===== src/rtl/fetch_queue_unit.sv =====
// Instruction fetch front end: issues FETCH_W-wide memory reads and buffers the
// returned instructions with their PCs in a circular queue feeding decode.
module fetch_queue_unit #(
    parameter int INSTR_W     = 16,
    parameter int ADDR_W      = 16,
    parameter int FETCH_W     = 2,
    parameter int QUEUE_DEPTH = 8,
    parameter int RESET_PC    = 0
) (
    input  logic                               clk,
    input  logic                               reset_n,
    output logic                               imem_req_valid,
    output logic [ADDR_W-1:0]                  imem_req_addr,
    input  logic [FETCH_W*INSTR_W-1:0]         imem_rsp_data,
    input  logic                               redirect_valid,
    input  logic [ADDR_W-1:0]                  redirect_pc,
    input  logic                               stall,
    input  logic [$clog2(FETCH_W+1)-1:0]       deq_count,
    output logic [FETCH_W*INSTR_W-1:0]         out_instr,
    output logic [FETCH_W*ADDR_W-1:0]          out_pc,
    output logic [FETCH_W-1:0]                 out_valid,
    output logic [$clog2(QUEUE_DEPTH+1)-1:0]   queue_count
);

    localparam int CNT_W = $clog2(QUEUE_DEPTH + 1);
    localparam int PTR_W = $clog2(QUEUE_DEPTH);

    logic [ADDR_W-1:0]  fetch_pc_r;
    logic               inflight_r;
    logic [ADDR_W-1:0]  inflight_addr_r;
    logic [INSTR_W-1:0] instr_mem_r [QUEUE_DEPTH];
    logic [ADDR_W-1:0]  pc_mem_r    [QUEUE_DEPTH];
    logic [PTR_W-1:0]   head_r;
    logic [PTR_W-1:0]   tail_r;
    logic [CNT_W-1:0]   count_r;

    logic [CNT_W-1:0]   free_s;
    logic [CNT_W-1:0]   need_s;
    logic [CNT_W-1:0]   deq_ext_s;
    logic [CNT_W-1:0]   pop_s;
    logic [CNT_W-1:0]   push_s;
    logic               req_s;
    logic [PTR_W-1:0]   rd_idx_s;

    // Request decision and push/pop amounts for this cycle
    always_comb begin
        free_s    = CNT_W'(QUEUE_DEPTH) - count_r;
        deq_ext_s = CNT_W'(deq_count);
        // Reserve room for a response already in flight so a new one always fits
        if (inflight_r) begin
            need_s = CNT_W'(2 * FETCH_W);
            push_s = CNT_W'(FETCH_W);
        end else begin
            need_s = CNT_W'(FETCH_W);
            push_s = {CNT_W{1'b0}};
        end
        req_s = reset_n && !redirect_valid && (free_s >= need_s);
        if (stall) begin
            pop_s = {CNT_W{1'b0}};
        end else if (deq_ext_s < count_r) begin
            pop_s = deq_ext_s;
        end else begin
            pop_s = count_r;
        end
    end

    // Decode-facing view of the head entries, zeroed beyond the occupied count
    always_comb begin
        out_instr = {(FETCH_W*INSTR_W){1'b0}};
        out_pc    = {(FETCH_W*ADDR_W){1'b0}};
        out_valid = {FETCH_W{1'b0}};
        rd_idx_s  = {PTR_W{1'b0}};
        for (int i = 0; i < FETCH_W; i++) begin
            rd_idx_s = head_r + PTR_W'(i);
            if (count_r > CNT_W'(i)) begin
                out_valid[i]                    = 1'b1;
                out_instr[i*INSTR_W +: INSTR_W] = instr_mem_r[rd_idx_s];
                out_pc[i*ADDR_W +: ADDR_W]      = pc_mem_r[rd_idx_s];
            end else begin
                out_valid[i] = 1'b0;
            end
        end
    end

    assign imem_req_valid = req_s;
    assign imem_req_addr  = fetch_pc_r;
    assign queue_count    = count_r;

    // Fetch PC, in-flight tracking and queue pointers; redirect overrides all
    always_ff @(posedge clk or negedge reset_n) begin
        if (!reset_n) begin
            fetch_pc_r      <= ADDR_W'(RESET_PC);
            inflight_r      <= 1'b0;
            inflight_addr_r <= {ADDR_W{1'b0}};
            head_r          <= {PTR_W{1'b0}};
            tail_r          <= {PTR_W{1'b0}};
            count_r         <= {CNT_W{1'b0}};
        end else if (redirect_valid) begin
            fetch_pc_r <= redirect_pc;
            inflight_r <= 1'b0;
            head_r     <= {PTR_W{1'b0}};
            tail_r     <= {PTR_W{1'b0}};
            count_r    <= {CNT_W{1'b0}};
        end else begin
            if (req_s) begin
                fetch_pc_r      <= fetch_pc_r + ADDR_W'(FETCH_W);
                inflight_r      <= 1'b1;
                inflight_addr_r <= fetch_pc_r;
            end else begin
                inflight_r <= 1'b0;
            end
            if (inflight_r) begin
                tail_r <= tail_r + PTR_W'(FETCH_W);
            end
            head_r  <= head_r + PTR_W'(pop_s);
            count_r <= count_r - pop_s + push_s;
        end
    end

    // Queue storage: write the returning fetch group at the tail
    always_ff @(posedge clk or negedge reset_n) begin
        if (!reset_n) begin
            for (int i = 0; i < QUEUE_DEPTH; i++) begin
                instr_mem_r[i] <= {INSTR_W{1'b0}};
                pc_mem_r[i]    <= {ADDR_W{1'b0}};
            end
        end else if (!redirect_valid && inflight_r) begin
            for (int i = 0; i < FETCH_W; i++) begin
                instr_mem_r[tail_r + PTR_W'(i)] <= imem_rsp_data[i*INSTR_W +: INSTR_W];
                pc_mem_r[tail_r + PTR_W'(i)]    <= inflight_addr_r + ADDR_W'(i);
            end
        end
    end

endmodule


===== config.mk =====
export PLATFORM = sky130hd
export DESIGN_NAME = fetch_queue_unit
export DESIGN_NICKNAME = d
export VERILOG_FILES = /design/src/rtl/fetch_queue_unit.sv
export SDC_FILE = /design/constraint.sdc
export NUM_CORES = 1
export LEC_CHECK = 0
export BUFFER_PORTS_ARGS = -buffer_cell sky130_fd_sc_hd__buf_4
export CAP_MARGIN = 5
export CORE_MARGIN = 4
export CORE_UTILIZATION = 40
export CTS_BUF_LIST = sky130_fd_sc_hd__clkbuf_8
export DETAILED_ROUTE_END_ITERATION = 12
export PLACE_DENSITY_LB_ADDON = 0.08
export SYNTH_ARGS = -nofsm -noshare
export SYNTH_HDL_FRONTEND = slang
export SYNTH_SLANG_ARGS = --single-unit

===== constraint.sdc =====
create_clock -name clk -period 3.3 [get_ports clk]
set_input_delay 0.165 -clock clk [delete_from_list [all_inputs] [get_ports clk]]
set_output_delay 0.165 -clock clk [all_outputs]
set_load 0.05 [all_outputs]

==> impl_metrics.toml <==
[yosys]
synthCells = 1442
synth.avg_cell_area_um2 = 11.3
synth.top_cell.area_share = 0.458
yosys-top-cells-area = "dfrtp_1 (46%), mux4_2 (18%), nand2_1 (8.1%), mux2_2 (7.8%), o21ai_0 (5.1%)"
synth_nets = 1520
ys_warn_count = 0
synth_seq_cells = 298
synth_top_cell_by_area = "dfrtp_1"
yosysSeqAreaShare = 0.458
async_reset_ff_frac = 1.00
synthFlopType = "dfrtp_1"
synth_edf_count = 0
synth_area_um2 = 16300
synth_cell_types = 40

[pwr]
p_comb_frac = 0.490
p_seq_frac = 0.315
power_frac_clock = 0.195
cellLeakagePower_nw = 8.64
p_sw_frac = 0.443
internal_power_mw = 10.3
p_per_area_nw_per_um2 = 938
finalPower_mw = 18.4
peakVddDrop_uv = 709
switchingPower_mw = 8.17

[setup_path]
crit_required_ns = 3.13
end_kind = "primary output"
cpMaxStageDelayCell = "dfrtp_4"
worst_setup_path_start_kind = "register"
critical-path-top-delay-family = "flip-flops"
r2r_cells = 13
slowest_delay_ns = 0.67
timing.rr.start = "queue_count[1]"
worstPathCellList = "ha_4 -> buf_12 -> mux4_2 -> nand2_1 -> a21oi_1 -> buf_4"
critPathBufInv = 2
timing.reg2reg.setup_slack_ns = 0.26
arrival_ns = 2.98
path_depth = 6
path_class = "register to primary output"
r2r_end = "head_r[2]"
crit_fanout = 31

[die]
die_h_um = 210
num_rows = 73
die_w_um = 210
start_util = 0.407
ios = 141
core_um2 = 40000
die_area_um2 = 44000

[grt]
grt_max_degree = 133
met3_usage = 0.0398
grt_pass1_wl_um = 73700
grt_util_met2 = 0.336
grt_antenna_before_repair = 0
grt_usage = 0.213
grt_pass1_vias = 12540
grt_util_met1 = 0.304
grt_busiest_layer = "met2"
grt.overflow.total = 0

[clocking]
postCtsSetupBuffers = 0
cts-root-buf = "clkbuf_8"
clockBufferDepth = 3
cts_inserted_buffers = 54
cts.htree.levels = 2
cts.sinks = 298
clkLatencyLatePin_ns = 0.63
cts_tree = "yes"
clk_pin_slew_ns = 0.06

[cells_and_area]
layout_commonest_cell = "nand2_1"
layout_common_cells = "nand2_1 (348), dfrtp_1 (293), buf_4 (166), o21ai_0 (165), mux4_2 (128)"
syn_to_final_growth_pct = 20.9
drive_gt1_frac = 0.316
nets = 1695
fill_cells = 3733
final_cells = 2182
antenna_cells = 0
finish.utilization = 0.492

[placed_design]
dp_hpwl_um = 27700
dpl.cell_count = 2018
place_congestion = 0.766
placement.io_buffers = 140

[detailed_routing]
post-route-drc-count = 0
avgViaCountPerCell = 5.47
drt_iter0_drc = 780
wire_per_inst_um = 21.6
routed_wl_um = 47200
vias = 11929
ant_nets = 0
first_pass_iters = 4

[worst_hold_path]
hold_depth = 5
hold_path.class = "input pin to register"
hp-start = "deq_count[0]"
hold_end = "queue_count[0]"

[timing]
finalHoldViolations = 0
rsz0062_at_grt = "true"
period_needed_ns = 3.14
max_freq_mhz = 318
worst_pin_slew_ns = 1.14
slew_headroom = 0.241
post-route-period-util = 0.953
drv_slew = 0
hold_slack_ns = 0.0742
skew_ns = 0.0224
finalSetupViolCount = 0

[run_status]
outcome = "finished clean"

[run]
maxCapViolCount = 0
power groups by stage:
stage               Clock, mW  Sequential [mW]  Combinational, mW
detailed placement          0             5.85               9.02
floorplan                   0             5.43               6.56
CTS                      3.72             5.79               9.12
global placement            0             5.80               8.95
global route             3.87             5.97               9.72
finish                   3.59             5.82               9.04
worst max path at each step:
stage	start	to	slack, ns
after global routing	head_r[0]	out_pc[16]	-0.004
after detailed placement	queue_count[1]	queue_count[2]	0.23
after floorplan	queue_count[1]	queue_count[2]	0.14
after global placement	queue_count[1]	queue_count[2]	0.33
after CTS	queue_count[0]	imem_req_valid	0.05
final	head_r[0]	out_pc[18]	0.16
layer usage:
metal | part of all wire | wire (um)
met5 | 0 | 0
met4 | 0.024 | 1110
met3 | 0.057 | 2700
met2 | 0.47 | 22000
met1 | 0.45 | 21400
sequential cells by signal, indices dropped and copies added, names as in the netlist:
register and cells:
inflight_r 1, imem_req_addr 16, instr_mem_r 128, tail_r 2, pc_mem_r 128, head_r 3
inflight_addr_r 16, queue_count 4
worst register-to-register path: stages, from the launching register on:
cell           delay [ns]
dfrtp_2              0.44
inv_1                0.12
ha_1                 0.28
a21oi_1              0.07
nor2b_1              0.25
mux2i_1              0.11
nor2_1               0.16
ha_1                 0.17
inv_1                0.05
fa_1                 0.37
xnor2_1              0.14
xnor2_1              0.17
nor2_1               0.05
dlygate4sd3_1        0.56
metrics by stage:
step           cell area [um2]  TNS (ns)  setup WS, ns
4_1_cts                  19600         0        0.0485
6_report                 19700         0         0.156
3_5_place_dp             17900         0         0.235
5_1_grt                  19700  -0.00361      -0.00361
3_3_place_gp             17900         0         0.333
2_1_floorplan            16300         0         0.138
cell families (layout without fill, tap and decap cells):
family,Yosys count,in the layout,synth area share
and+or+nand+nor,440,440,0.109
xor gates and xnor gates,35,35,0.0193
muxes,284,284,0.285
buffers and inverters,143,358,0.0378
adders and majority gates,24,24,0.0198
AOI/OAI and AO/OA,218,218,0.0710
DFF,298,298,0.458
Yosys cell counts, types with 2 or more instances:
cell / number
ha_1: 21
a21oi_1: 34
xnor2_1: 17
o21ai_1: 2
nor2_1: 43
nand4_1: 5
a311oi_1: 5
nand3_1: 14
and4_1: 5
nor2b_1: 5
mux4_2: 128
nand2_1: 352
mux2i_1: 34
clkbuf_1: 71
nand2b_1: 6
buf_1: 5
o21ai_0: 165
and3_1: 4
inv_1: 21
mux2_2: 113
buf_2: 44
a31oi_1: 7
fa_1: 3
dfrtp_1: 298
xor2_1: 17
mux2_4: 9
what timing repair did:
item,CTS,global route
hold buffers,67,0
hold endpoints to repair,452,0
gates resized for setup,0,3
setup endpoints to repair,0,6
layout make-up:
class	instances	area [um2]	share of cell area
tap	525	657	0.0334
timing repair buffer	241	2080	0.106
clock inverter	25	131	0.00668
multi-input combinational	1001	8270	0.420
clock buffer	71	977	0.0497
sequential	298	7470	0.380
inverter	21	78.8	0.00401
No activity file was read; power rests on OpenSTA's default activity.
